### config.mk
export PLATFORM = sky130hd
export DESIGN_NAME = mcpu_control_fsm_flat
export DESIGN_NICKNAME = d
export VERILOG_FILES = /design/src/rtl/mcpu_pkg.sv /design/src/rtl/mcpu_control_fsm_if.sv /design/src/rtl/mcpu_ctrl_decode.sv /design/src/rtl/mcpu_control_fsm.sv /design/src/flat_wrapper.sv
export SDC_FILE = /design/constraint.sdc
export NUM_CORES = 1
export LEC_CHECK = 0
export CORE_ASPECT_RATIO = 1.1
export CORE_MARGIN = 2
export CORE_UTILIZATION = 39
export DETAILED_ROUTE_END_ITERATION = 8
export GPL_TIMING_DRIVEN = 1
export PLACE_DENSITY = 0.81
export SETUP_SLACK_MARGIN = 0.4
export SYNTH_ARGS = -nofsm -noshare
export SYNTH_HDL_FRONTEND = slang
export SYNTH_SLANG_ARGS = --single-unit
### constraint.sdc
create_clock -name clk -period 2.83 [get_ports clk]
set_input_delay 0.566 -clock clk [delete_from_list [all_inputs] [get_ports clk]]
set_output_delay 0.566 -clock clk [all_outputs]
set_load 0.02 [all_outputs]
### src/rtl/mcpu_pkg.sv
// Shared definitions for the multi-cycle MIPS-subset control path.
// Holds the state encoding, opcode/funct constants, ALU and mux select codes, the
// control-word struct produced by the decoder and a dispatch helper used in DECODE.
package mcpu_pkg;

  typedef enum logic [3:0] {
    StFetch   = 4'd0,
    StDecode  = 4'd1,
    StExecR   = 4'd2,
    StWbR     = 4'd3,
    StExecI   = 4'd4,
    StWbI     = 4'd5,
    StMemAddr = 4'd6,
    StMemRd   = 4'd7,
    StMemWb   = 4'd8,
    StMemWr   = 4'd9,
    StBranch  = 4'd10,
    StJump    = 4'd11,
    StJal     = 4'd12,
    StJr      = 4'd13
  } state_e;

  // Opcodes (IR[31:26])
  localparam logic [5:0] OpRtype = 6'h00;
  localparam logic [5:0] OpJ     = 6'h02;
  localparam logic [5:0] OpJal   = 6'h03;
  localparam logic [5:0] OpBeq   = 6'h04;
  localparam logic [5:0] OpBne   = 6'h05;
  localparam logic [5:0] OpAddi  = 6'h08;
  localparam logic [5:0] OpXori  = 6'h0E;
  localparam logic [5:0] OpLw    = 6'h23;
  localparam logic [5:0] OpSw    = 6'h2B;

  // R-type funct codes (IR[5:0])
  localparam logic [5:0] FnJr  = 6'h08;
  localparam logic [5:0] FnAdd = 6'h20;
  localparam logic [5:0] FnSub = 6'h22;
  localparam logic [5:0] FnSlt = 6'h2A;

  // ALU commands
  localparam logic [2:0] AluAdd  = 3'd0;
  localparam logic [2:0] AluSub  = 3'd1;
  localparam logic [2:0] AluXor  = 3'd2;
  localparam logic [2:0] AluSlt  = 3'd3;
  localparam logic [2:0] AluAnd  = 3'd4;
  localparam logic [2:0] AluNand = 3'd5;
  localparam logic [2:0] AluNor  = 3'd6;
  localparam logic [2:0] AluOr   = 3'd7;

  // ALU operand A select
  localparam logic [1:0] SrcAPc   = 2'd0;
  localparam logic [1:0] SrcAReg  = 2'd1;
  localparam logic [1:0] SrcABen  = 2'd2;
  localparam logic [1:0] SrcAZero = 2'd3;

  // ALU operand B select
  localparam logic [1:0] SrcBImmSh = 2'd0;
  localparam logic [1:0] SrcBImm   = 2'd1;
  localparam logic [1:0] SrcBReg   = 2'd2;
  localparam logic [1:0] SrcBFour  = 2'd3;

  // Next-PC select
  localparam logic [1:0] PcBen  = 2'd0;
  localparam logic [1:0] PcJump = 2'd1;
  localparam logic [1:0] PcAlu  = 2'd2;
  localparam logic [1:0] PcA    = 2'd3;

  typedef struct packed {
    logic       pc_we;
    logic       ir_we;
    logic       a_we;
    logic       b_we;
    logic       ben;
    logic       mem_we;
    logic       reg_we;
    logic       memin;
    logic       dst;
    logic       regin;
    logic       jal;
    logic [1:0] alusrca;
    logic [1:0] alusrcb;
    logic [2:0] aluop;
    logic [1:0] pcsrc;
    logic       retire;
    logic       illegal;
  } ctrl_t;

  // First execute state for an instruction; StFetch marks an unsupported encoding.
  function automatic state_e dispatch(input logic [5:0] opcode, input logic [5:0] funct);
    state_e tgt;
    tgt = StFetch;
    case (opcode)
      OpRtype: begin
        case (funct)
          FnAdd, FnSub, FnSlt: tgt = StExecR;
          FnJr:                tgt = StJr;
          default:             tgt = StFetch;
        endcase
      end
      OpAddi, OpXori: tgt = StExecI;
      OpLw, OpSw:     tgt = StMemAddr;
      OpBeq, OpBne:   tgt = StBranch;
      OpJ:            tgt = StJump;
      OpJal:          tgt = StJal;
      default:        tgt = StFetch;
    endcase
    return tgt;
  endfunction

endpackage

### src/rtl/mcpu_control_fsm_if.sv
// Control/status bundle between the control FSM and the datapath.
// master: the control FSM (consumes IR fields, zero, mem_ready; drives all controls).
// slave:  the datapath side.
interface mcpu_control_fsm_if;
  logic [5:0] opcode;
  logic [5:0] funct;
  logic       zero;
  logic       mem_ready;
  logic       pc_we;
  logic       ir_we;
  logic       a_we;
  logic       b_we;
  logic       ben;
  logic       mem_we;
  logic       reg_we;
  logic       memin;
  logic       dst;
  logic       regin;
  logic       jal;
  logic [1:0] alusrca;
  logic [1:0] alusrcb;
  logic [2:0] aluop;
  logic [1:0] pcsrc;
  logic [3:0] state;
  logic       retire;
  logic       illegal;

  modport master (
    input  opcode, funct, zero, mem_ready,
    output pc_we, ir_we, a_we, b_we, ben, mem_we, reg_we, memin, dst, regin, jal,
    output alusrca, alusrcb, aluop, pcsrc, state, retire, illegal
  );

  modport slave (
    output opcode, funct, zero, mem_ready,
    input  pc_we, ir_we, a_we, b_we, ben, mem_we, reg_we, memin, dst, regin, jal,
    input  alusrca, alusrcb, aluop, pcsrc, state, retire, illegal
  );
endinterface

### src/rtl/mcpu_ctrl_decode.sv
// Combinational control-word decoder: current state plus IR fields, zero and
// mem_ready -> every datapath enable, select and ALU command.
// Ports:
//   state_i     current FSM state
//   opcode_i    IR[31:26]
//   funct_i     IR[5:0]
//   zero_i      ALU zero flag (used by BRANCH)
//   mem_ready_i memory strobe (gates FETCH writes and MEM_WR retire)
//   ctrl_o      full control word
module mcpu_ctrl_decode
  import mcpu_pkg::*;
(
  input  state_e     state_i,
  input  logic [5:0] opcode_i,
  input  logic [5:0] funct_i,
  input  logic       zero_i,
  input  logic       mem_ready_i,
  output ctrl_t      ctrl_o
);

  logic legal;
  assign legal = (dispatch(opcode_i, funct_i) != StFetch);

  always_comb begin
    ctrl_o = '0;
    unique case (state_i)
      StFetch: begin
        ctrl_o.memin   = 1'b0;
        ctrl_o.ir_we   = mem_ready_i;
        ctrl_o.pc_we   = mem_ready_i;
        ctrl_o.alusrca = SrcAPc;
        ctrl_o.alusrcb = SrcBFour;
        ctrl_o.aluop   = AluAdd;
        ctrl_o.pcsrc   = PcAlu;
      end
      StDecode: begin
        // Branch target PC + (imm << 2) is computed here and latched into BEN.
        ctrl_o.a_we    = legal;
        ctrl_o.b_we    = legal;
        ctrl_o.ben     = legal;
        ctrl_o.alusrca = SrcAPc;
        ctrl_o.alusrcb = SrcBImmSh;
        ctrl_o.aluop   = AluAdd;
        ctrl_o.illegal = ~legal;
      end
      StExecR: begin
        ctrl_o.alusrca = SrcAReg;
        ctrl_o.alusrcb = SrcBReg;
        case (funct_i)
          FnSub:   ctrl_o.aluop = AluSub;
          FnSlt:   ctrl_o.aluop = AluSlt;
          default: ctrl_o.aluop = AluAdd;
        endcase
      end
      StWbR: begin
        ctrl_o.reg_we = 1'b1;
        ctrl_o.dst    = 1'b0;
        ctrl_o.regin  = 1'b1;
        ctrl_o.retire = 1'b1;
      end
      StExecI: begin
        ctrl_o.alusrca = SrcAReg;
        ctrl_o.alusrcb = SrcBImm;
        ctrl_o.aluop   = (opcode_i == OpXori) ? AluXor : AluAdd;
      end
      StWbI: begin
        ctrl_o.reg_we = 1'b1;
        ctrl_o.dst    = 1'b1;
        ctrl_o.regin  = 1'b1;
        ctrl_o.retire = 1'b1;
      end
      StMemAddr: begin
        ctrl_o.alusrca = SrcAReg;
        ctrl_o.alusrcb = SrcBImm;
        ctrl_o.aluop   = AluAdd;
      end
      StMemRd: begin
        ctrl_o.memin = 1'b1;
      end
      StMemWb: begin
        ctrl_o.reg_we = 1'b1;
        ctrl_o.dst    = 1'b1;
        ctrl_o.regin  = 1'b0;
        ctrl_o.retire = 1'b1;
      end
      StMemWr: begin
        ctrl_o.memin  = 1'b1;
        ctrl_o.mem_we = 1'b1;
        ctrl_o.retire = mem_ready_i;
      end
      StBranch: begin
        ctrl_o.alusrca = SrcAReg;
        ctrl_o.alusrcb = SrcBReg;
        ctrl_o.aluop   = AluSub;
        ctrl_o.pcsrc   = PcBen;
        ctrl_o.pc_we   = (opcode_i == OpBne) ? ~zero_i : zero_i;
        ctrl_o.retire  = 1'b1;
      end
      StJump: begin
        ctrl_o.pcsrc  = PcJump;
        ctrl_o.pc_we  = 1'b1;
        ctrl_o.retire = 1'b1;
      end
      StJal: begin
        ctrl_o.pcsrc  = PcJump;
        ctrl_o.pc_we  = 1'b1;
        ctrl_o.reg_we = 1'b1;
        ctrl_o.jal    = 1'b1;
        ctrl_o.retire = 1'b1;
      end
      StJr: begin
        ctrl_o.pcsrc  = PcA;
        ctrl_o.pc_we  = 1'b1;
        ctrl_o.retire = 1'b1;
      end
      default: ctrl_o = '0;
    endcase
  end

endmodule

### src/rtl/mcpu_control_fsm.sv
// Multi-cycle control FSM for the single-memory MIPS-subset CPU.
// Holds the state register and next-state logic; control outputs come from
// mcpu_ctrl_decode.
// Ports:
//   clk    rising-edge clock
//   reset  asynchronous, active-low; forces FETCH and blocks FETCH writes while low
//   bus    mcpu_control_fsm_if.master: IR fields, zero, mem_ready in; controls out
module mcpu_control_fsm
  import mcpu_pkg::*;
(
  input  logic                clk,
  input  logic                reset,
  mcpu_control_fsm_if.master  bus
);

  state_e state_q, state_d;
  ctrl_t  ctrl;

  mcpu_ctrl_decode u_decode (
    .state_i     (state_q),
    .opcode_i    (bus.opcode),
    .funct_i     (bus.funct),
    .zero_i      (bus.zero),
    .mem_ready_i (bus.mem_ready),
    .ctrl_o      (ctrl)
  );

  always_comb begin
    state_d = state_q;
    unique case (state_q)
      StFetch:   if (bus.mem_ready) state_d = StDecode;
      StDecode:  state_d = dispatch(bus.opcode, bus.funct);
      StExecR:   state_d = StWbR;
      StExecI:   state_d = StWbI;
      StMemAddr: state_d = (bus.opcode == OpLw) ? StMemRd : StMemWr;
      StMemRd:   if (bus.mem_ready) state_d = StMemWb;
      StMemWr:   if (bus.mem_ready) state_d = StFetch;
      StWbR, StWbI, StMemWb, StBranch, StJump, StJal, StJr: state_d = StFetch;
      default:   state_d = StFetch;
    endcase
  end

  always_ff @(posedge clk or negedge reset) begin
    if (!reset) begin
      state_q <= StFetch;
    end else begin
      state_q <= state_d;
    end
  end

  // State is already FETCH during reset; only the mem_ready-driven writes need masking.
  assign bus.pc_we   = ctrl.pc_we & reset;
  assign bus.ir_we   = ctrl.ir_we & reset;
  assign bus.a_we    = ctrl.a_we;
  assign bus.b_we    = ctrl.b_we;
  assign bus.ben     = ctrl.ben;
  assign bus.mem_we  = ctrl.mem_we;
  assign bus.reg_we  = ctrl.reg_we;
  assign bus.memin   = ctrl.memin;
  assign bus.dst     = ctrl.dst;
  assign bus.regin   = ctrl.regin;
  assign bus.jal     = ctrl.jal;
  assign bus.alusrca = ctrl.alusrca;
  assign bus.alusrcb = ctrl.alusrcb;
  assign bus.aluop   = ctrl.aluop;
  assign bus.pcsrc   = ctrl.pcsrc;
  assign bus.retire  = ctrl.retire;
  assign bus.illegal = ctrl.illegal;
  assign bus.state   = state_q;

endmodule

### src/flat_wrapper.sv
// flat-port wrapper written by rule: the top's interface ports become plain ports
module mcpu_control_fsm_flat import mcpu_pkg::*;
  (clk, reset, bus_opcode, bus_funct, bus_zero, bus_mem_ready, bus_pc_we, bus_ir_we, bus_a_we, bus_b_we, bus_ben, bus_mem_we, bus_reg_we, bus_memin, bus_dst, bus_regin, bus_jal, bus_alusrca, bus_alusrcb, bus_aluop, bus_pcsrc, bus_state, bus_retire, bus_illegal);
  mcpu_control_fsm_if bus_i ();
  input  logic clk;
  input  logic reset;
  input wire logic [$bits(bus_i.opcode)-1:0] bus_opcode;
  input wire logic [$bits(bus_i.funct)-1:0] bus_funct;
  input wire logic [$bits(bus_i.zero)-1:0] bus_zero;
  input wire logic [$bits(bus_i.mem_ready)-1:0] bus_mem_ready;
  output wire logic [$bits(bus_i.pc_we)-1:0] bus_pc_we;
  output wire logic [$bits(bus_i.ir_we)-1:0] bus_ir_we;
  output wire logic [$bits(bus_i.a_we)-1:0] bus_a_we;
  output wire logic [$bits(bus_i.b_we)-1:0] bus_b_we;
  output wire logic [$bits(bus_i.ben)-1:0] bus_ben;
  output wire logic [$bits(bus_i.mem_we)-1:0] bus_mem_we;
  output wire logic [$bits(bus_i.reg_we)-1:0] bus_reg_we;
  output wire logic [$bits(bus_i.memin)-1:0] bus_memin;
  output wire logic [$bits(bus_i.dst)-1:0] bus_dst;
  output wire logic [$bits(bus_i.regin)-1:0] bus_regin;
  output wire logic [$bits(bus_i.jal)-1:0] bus_jal;
  output wire logic [$bits(bus_i.alusrca)-1:0] bus_alusrca;
  output wire logic [$bits(bus_i.alusrcb)-1:0] bus_alusrcb;
  output wire logic [$bits(bus_i.aluop)-1:0] bus_aluop;
  output wire logic [$bits(bus_i.pcsrc)-1:0] bus_pcsrc;
  output wire logic [$bits(bus_i.state)-1:0] bus_state;
  output wire logic [$bits(bus_i.retire)-1:0] bus_retire;
  output wire logic [$bits(bus_i.illegal)-1:0] bus_illegal;
  assign bus_i.opcode = bus_opcode;
  assign bus_i.funct = bus_funct;
  assign bus_i.zero = bus_zero;
  assign bus_i.mem_ready = bus_mem_ready;
  assign bus_pc_we = bus_i.pc_we;
  assign bus_ir_we = bus_i.ir_we;
  assign bus_a_we = bus_i.a_we;
  assign bus_b_we = bus_i.b_we;
  assign bus_ben = bus_i.ben;
  assign bus_mem_we = bus_i.mem_we;
  assign bus_reg_we = bus_i.reg_we;
  assign bus_memin = bus_i.memin;
  assign bus_dst = bus_i.dst;
  assign bus_regin = bus_i.regin;
  assign bus_jal = bus_i.jal;
  assign bus_alusrca = bus_i.alusrca;
  assign bus_alusrcb = bus_i.alusrcb;
  assign bus_aluop = bus_i.aluop;
  assign bus_pcsrc = bus_i.pcsrc;
  assign bus_state = bus_i.state;
  assign bus_retire = bus_i.retire;
  assign bus_illegal = bus_i.illegal;
  mcpu_control_fsm u_core (.clk(clk), .reset(reset), .bus(bus_i));
endmodule
==> results of run 1 <==
## worst max-delay path, delay by kind of cell
| family | cells | cell delay, ps |
|---|---|---|
| buffers and inverters | 2 | 220 |
| AND/OR/NAND/NOR | 4 | 1270 |
## timing repair
action | CTS | global route
setup endpoints to repair | 14 | 13
gates resized for setup | 75 | 22
pin swaps | 7 | 4
buffers inserted | 4 | 2
## final timing paths
kind	startpoint	end	slack (ps)	cells past startpoint
max in group asynchronous	reset	u_core.bus.state[1]	2070	2
worst max register to register	u_core.bus.state[1]	u_core.bus.state[1]	1080	3
worst min register to register	u_core.bus.state[2]	u_core.bus.state[2]	770	2
min in group clk	bus_opcode[1]	u_core.bus.state[0]	760	4
worst min-delay path	reset	u_core.bus.state[0]	640	2
worst max-delay path	bus_opcode[0]	bus_illegal	210	6
## where the power goes
group / leakage (nW) / total [W] / internal [W] / switching (W)
combinational: 0.592 / 0.000629 / 0.000268 / 0.000361
clock: 0.0138 / 0.0000692 / 0.0000473 / 0.0000219
sequential: 0.0537 / 0.0000796 / 0.0000723 / 0.00000733
## kinds of logic after synthesis
| logic type | Yosys count | synth area share |
|---|---|---|
| flops | 4 | 0.1299 |
| buf+inv | 15 | 0.09416 |
| simple gates | 72 | 0.5098 |
| other cells | 1 | 0.004865 |
| xor+xnor | 2 | 0.02273 |
| compound gates | 28 | 0.2386 |
## stage by stage
stage,total power [W],utilization,area [um^2],cells
4_1_cts,0.0007618,0.7424,1353,204
3_3_place_gp,0.0006895,0.7184,1309,197
3_5_place_dp,0.0006992,0.7184,1309,197
5_1_grt,0.0008370,0.7809,1423,206
2_1_floorplan,0.0004444,-,810.8,123
6_report,0.0007782,0.7809,1423,206
## layer usage
metal	up-vias	track usage
met5	-	0
met4	0	0.09524
met2	101	0.5046
li1	565	-
met3	18	0.02158
met1	548	0.2922
## final cells by class
| type | instances | area, um^2 |
|---|---|---|
| multi-input combinational | 104 | 668.1 |
| timing repair buffer | 66 | 590.6 |
| fill | 123 | 399.1 |
| sequential | 4 | 100.1 |
| tap | 27 | 33.78 |
| clock buffer | 3 | 22.52 |
| inverter | 2 | 7.507 |
## Yosys cell counts, drive strengths merged (2+ instances only)
library cell,number
nand4,3
clkbuf,7
nand2b,3
a211oi,2
a21oi,6
nor2,14
o21ai,9
buf,6
nand2,11
nor4,3
or3b,2
or3,5
nand3b,2
a32o,2
dfrtp,4
xnor2,2
nand3,2
o21bai,2
nor2b,5
or4b,2
nor3,13
inv,2
==> impl_metrics.ini, run 1 <==
[cts]
cts-buffers-inserted = 3
tritoncts = done
number_of_buffers_inserted_for_hold_repair_after_clock_tree_synthesis = 0
clk_latency_ps = 230
ctsHtreeMaxLevel = 1
tritoncts_num_sinks = 4
clk_root_buffer_cell = sky130_fd_sc_hd__clkbuf_4
clockBufferDepth = 2
clk_pin_slew_worst_paths_ps = 40

[sta]
layout_setup_ws_ps = 207.2
setup_viol = 0
final_slew_viol_count = 0
fin_worst_hold_slack_ps = 643.8
totalNegativeSetupSlack_ps = 0
achievable-frequency_mhz = 381.3
layout_worst_path_cycle_share = 0.9268
finalClockSkew_ps = 2.532
finalWorstPathRequiredPeriod_ps = 2623
hold_viol = 0
grt_setup_unrepaired = yes

[final_layout]
final_net_count = 197
layout.cells.most_common = sky130_fd_sc_hd__buf_4
areaGrowthSynthToFinish_pct = 84.58
n_antenna_cell = 0
largest_register_ffs = 4
highest_count_cells_in_the_layout_ignoring_fill_and_taps = sky130_fd_sc_hd__buf_4 (25), sky130_fd_sc_hd__nor2_1 (13), sky130_fd_sc_hd__nor3_1 (12), sky130_fd_sc_hd__clkdlybuf4s50_1 (12)
drive_above_1_share = 0.3296

[die]
die_area_um2 = 2348
fp.coreArea_um2 = 1822
die_height_um = 50.63
rows = 16
initial_core_util = 0.4231
die_w_um = 46.39
num_io_pins = 42

[place]
numPortBuffers = 39
hpwl_mm = 2.103
gp_congestion = 0.9710
place_worst_setup_slack_ps = -599.7

[worst_setup_path]
crit_path_cell_trace = buf_6 > or3_4 > or2_1 > or3_4 > and3b_2 > buf_6
worstPathArrival_ps = 2060
setup.worst_path.class = in -> out
worst-endpoint-required_ps = 2260
crit_path_max_incr_delay_ps = 390
crit_slowest_cell = sky130_fd_sc_hd__or3_4
crit_fanout = 2
timing.critical_path.to_type = primary output
critPathLaunchType = primary input

[job]
cap_violations = 0

[drt]
vias_per_cell = 5.981
drt-pass1-iter-count = 4
wl_met3_um = 296
detail_route.iter0.violations = 63
drc_errors = 0
detailed_route_wire_length_per_cell_um = 15.01
drtAntennaViolNets = 0
vias = 1232
routed_wire_length_mm = 3.092
top_routing_layer_in_use = met4
routedLengthMet1_mm = 1.071
dr_wl_met2_mm = 1.608

[pwr]
cellPowerDensity_nw_per_um2 = 547.0
ir_worst_vdd_mv = 0.4348
power_leakage_nw = 0.6596

[logic_synthesis]
synth_seq_area_share = 0.1299
synth_async_sr_flop_share = 1.000
synth_edf_count = 0
synth.largest_area_cell = sky130_fd_sc_hd__dfrtp_1
yosysUniqueCellTypes = 40
synth-warning-count = 0
syn_avg_cell_area_um2 = 6.318
synthCells = 122
ys_ff_latch = 4
synth_ff_type = sky130_fd_sc_hd__dfrtp_1
post_synth_main_area_contributors = sky130_fd_sc_hd__dfrtp_1 (13%), sky130_fd_sc_hd__nor3_1 (8.4%), sky130_fd_sc_hd__nor2_1 (6.8%)
synth_largest_type_area_fraction = 0.1299
synth.cell_area_um2 = 770.7

[global_route]
grt_antenna_before_repair = 0
grt_max_degree = 27
global_route_wire_length_before_repair_mm = 4.705
first_global_vias = 1104
track_usage = 0.2675
grt_overflow = 0

[min_path]
timing.hold.worst.class = in -> async

[outcome]
outcome = finished, final reports clean
(Power assumes the default switching activity.)
==> run 2: changes to the inputs <==
--- a/config.mk
+++ b/config.mk
@@ -5,12 +5,14 @@
 export SDC_FILE = /design/constraint.sdc
 export NUM_CORES = 1
 export LEC_CHECK = 0
+export ABC_AREA = 1
 export CORE_ASPECT_RATIO = 1.1
 export CORE_MARGIN = 2
-export CORE_UTILIZATION = 39
+export CORE_UTILIZATION = 40
 export DETAILED_ROUTE_END_ITERATION = 8
 export GPL_TIMING_DRIVEN = 1
-export PLACE_DENSITY = 0.81
+export PLACE_DENSITY = 0.79
+export REMOVE_ABC_BUFFERS = 1
 export SETUP_SLACK_MARGIN = 0.4
 export SYNTH_ARGS = -nofsm -noshare
 export SYNTH_HDL_FRONTEND = slang
==> impl_metrics.ini, run 2 <==
[sta]
setup_viol = 0
layout_worst_path_cycle_share = 0.8346
finalWorstPathRequiredPeriod_ps = 2362
totalNegativeSetupSlack_ps = 0
grt_setup_unrepaired = yes
hold_viol = 0
fin_worst_hold_slack_ps = 615.4
achievable-frequency_mhz = 423.4
final_slew_viol_count = 0
finalClockSkew_ps = 5.895

[logic_synthesis]
post_synth_main_area_contributors = sky130_fd_sc_hd__nand2_1 (17%), sky130_fd_sc_hd__nor2_1 (13%), sky130_fd_sc_hd__dfrtp_1 (12%)
synth_largest_type_area_fraction = 0.1744
syn_avg_cell_area_um2 = 5.217
synth_edf_count = 0
synth.cell_area_um2 = 860.8
synth_async_sr_flop_share = 1.000
synth_ff_type = sky130_fd_sc_hd__dfrtp_1
synthTopCellsByCount = sky130_fd_sc_hd__nand2_1 (40), sky130_fd_sc_hd__nor2_1 (30), sky130_fd_sc_hd__inv_1 (22), sky130_fd_sc_hd__nand3_1 (18), sky130_fd_sc_hd__inv_2 (9)
synthCells = 165
synth.most_common_cell = sky130_fd_sc_hd__nand2_1
yosysUniqueCellTypes = 24
synth-warning-count = 0
synth.largest_area_cell = sky130_fd_sc_hd__nand2_1
synth_seq_area_share = 0.1163
ys_ff_latch = 4

[final_layout]
drive_above_1_share = 0.3128
highest_count_cells_in_the_layout_ignoring_fill_and_taps = sky130_fd_sc_hd__nand2_1 (39), sky130_fd_sc_hd__nor2_1 (25), sky130_fd_sc_hd__buf_4 (23), sky130_fd_sc_hd__inv_1 (22), sky130_fd_sc_hd__nand3_1 (18)
final_net_count = 245
final_design_area_no_fill_um2 = 1454
areaGrowthSynthToFinish_pct = 68.89
largest_register_ffs = 4
layout.cells.most_common = sky130_fd_sc_hd__nand2_1
n_antenna_cell = 0
fill_cells = 177
postLayoutCoreUtil = 0.7195

[global_route]
global_route_wire_length_before_repair_mm = 4.353
grt_antenna_before_repair = 0
grt_overflow = 0
grt_max_degree = 8
track_usage = 0.2319
first_global_vias = 1123

[place]
placed_cell_area_um2 = 1395
numPortBuffers = 39
gp_congestion = 0.8987
hpwl_mm = 2.315

[job]
cap_violations = 0

[cts]
tritoncts = done
number_of_buffers_inserted_for_hold_repair_after_clock_tree_synthesis = 0
tritoncts_num_sinks = 4
clk_latency_ps = 240
clk_pin_slew_worst_paths_ps = 40
clockBufferDepth = 2
ctsHtreeMaxLevel = 1
clk_root_buffer_cell = sky130_fd_sc_hd__clkbuf_4
cts-buffers-inserted = 3

[pwr]
post-layout-total-power_w = 0.0007254
ir_worst_vdd_mv = 0.3522
power_leakage_nw = 0.8616
cellPowerDensity_nw_per_um2 = 498.9

[die]
num_io_pins = 42
fp.coreArea_um2 = 2021
die_area_um2 = 2540
rows = 17
die_w_um = 48.23
die_height_um = 52.66
initial_core_util = 0.4260

[drt]
drt-pass1-iter-count = 4
vias_per_cell = 4.769
drtAntennaViolNets = 0
drc_errors = 0
detailed_route_wire_length_per_cell_um = 10.51
detail_route.iter0.violations = 37
routed_wire_length_mm = 2.681
vias = 1216

[worst_setup_path]
setup.reg_to_reg.worst_slack_ps = 1550
setup.worst_path.class = in -> out
crit_fanout = 4
worst-endpoint-required_ps = 2260
timing.critical_path.to_type = primary output
worst_r2r_startpoint = u_core.bus.state[3]
reg2regPathDepth = 7
critPathLaunchType = primary input
worstPathArrival_ps = 1800
r2r-end = u_core.bus.state[0]

[min_path]
timing.hold.worst.class = in -> async

[outcome]
outcome = finished, final reports clean
[run 2: cell types whose count changed in the layout (fill, tap and decap cells not counted), moves of 6 or more]
cell                      delta
sky130_fd_sc_hd__nand3_1    +16
sky130_fd_sc_hd__nor3_1     -10
sky130_fd_sc_hd__nor2_1     +12
sky130_fd_sc_hd__buf_6       -8
sky130_fd_sc_hd__o21ai_0     -6
sky130_fd_sc_hd__inv_1      +20
sky130_fd_sc_hd__nand2_1    +28
sky130_fd_sc_hd__nor2_2     +11
sky130_fd_sc_hd__inv_2       +9
[run 2: final cells by class]
class	instances	area, um^2	share of cell area
sequential	4	101.3	0.06971
clock buffer	3	22.52	0.01549
multi-input combinational	127	643.1	0.4423
tap	28	35.03	0.02410
inverter	31	116.4	0.08003
timing repair buffer	62	535.5	0.3683
[run 2: cell families (layout without fill, tap and decap cells)]
| logic type | Yosys count | in the layout | share of synthesized area |
|---|---|---|---|
| and+or+nand+nor | 112 | 112 | 0.6134 |
| buffers and inverters | 35 | 96 | 0.1701 |
| AOI/OAI and AO/OA | 13 | 13 | 0.09593 |
| DFF | 4 | 4 | 0.1163 |
| other | 1 | 2 | 0.004356 |
[run 2: what timing repair did]
action	4_1_cts	5_1_grt
pin swaps	8	4
endpoints found under the setup margin	10	12
resized for setup	49	21
setup buffers	1	4
[run 2: worst max path at each step]
stage / from / to / slack (ps) / cells past startpoint
2_1_floorplan: bus_opcode[0] / bus_a_we / 330 / 7
5_1_grt: bus_opcode[4] / bus_pc_we / 350 / 7
3_3_place_gp: bus_opcode[2] / bus_illegal / -200 / 10
3_5_place_dp: bus_opcode[2] / bus_a_we / -310 / 9
6_report: bus_opcode[4] / bus_pc_we / 470 / 7
4_1_cts: bus_opcode[4] / bus_a_we / 390 / 10
[run 2: power breakdown]
part | internal, W | total [W] | switching, W | leakage [nW]
logic | 0.000220 | 0.000552 | 0.000332 | 0.796
registers | 0.0000725 | 0.0000997 | 0.0000272 | 0.0516
clock network | 0.0000476 | 0.0000732 | 0.0000257 | 0.0138
[run 2: metal layers]
| metal | share of wire | global-route usage | up-vias | routed length (um) |
|---|---|---|---|---|
| li1 | - | - | 640 | - |
| met1 | 0.40 | 0.2536 | 533 | 1064 |
| met2 | 0.53 | 0.4408 | 38 | 1431 |
| met3 | 0.057 | 0.02069 | 5 | 153 |
| met4 | 0.012 | 0.06757 | 0 | 31 |
| met5 | 0 | 0 | - | 0 |
[run 2: worst max-delay path: stages]
cell and delay [ps]:
sky130_fd_sc_hd__clkdlybuf4s15_1 230, sky130_fd_sc_hd__nor2_4 170, sky130_fd_sc_hd__nand3_2 130, sky130_fd_sc_hd__o21bai_1 140, sky130_fd_sc_hd__nand3_1 80, sky130_fd_sc_hd__a21oi_1 130
sky130_fd_sc_hd__dlygate4sd2_1 350
[run 2: per-stage QoR]
stage	instances	worst slack, ps
2_1_floorplan	162	332.6
3_3_place_gp	247	-197.1
3_5_place_dp	247	-314.3
4_1_cts	251	393.3
5_1_grt	255	351.9
6_report	255	468.1
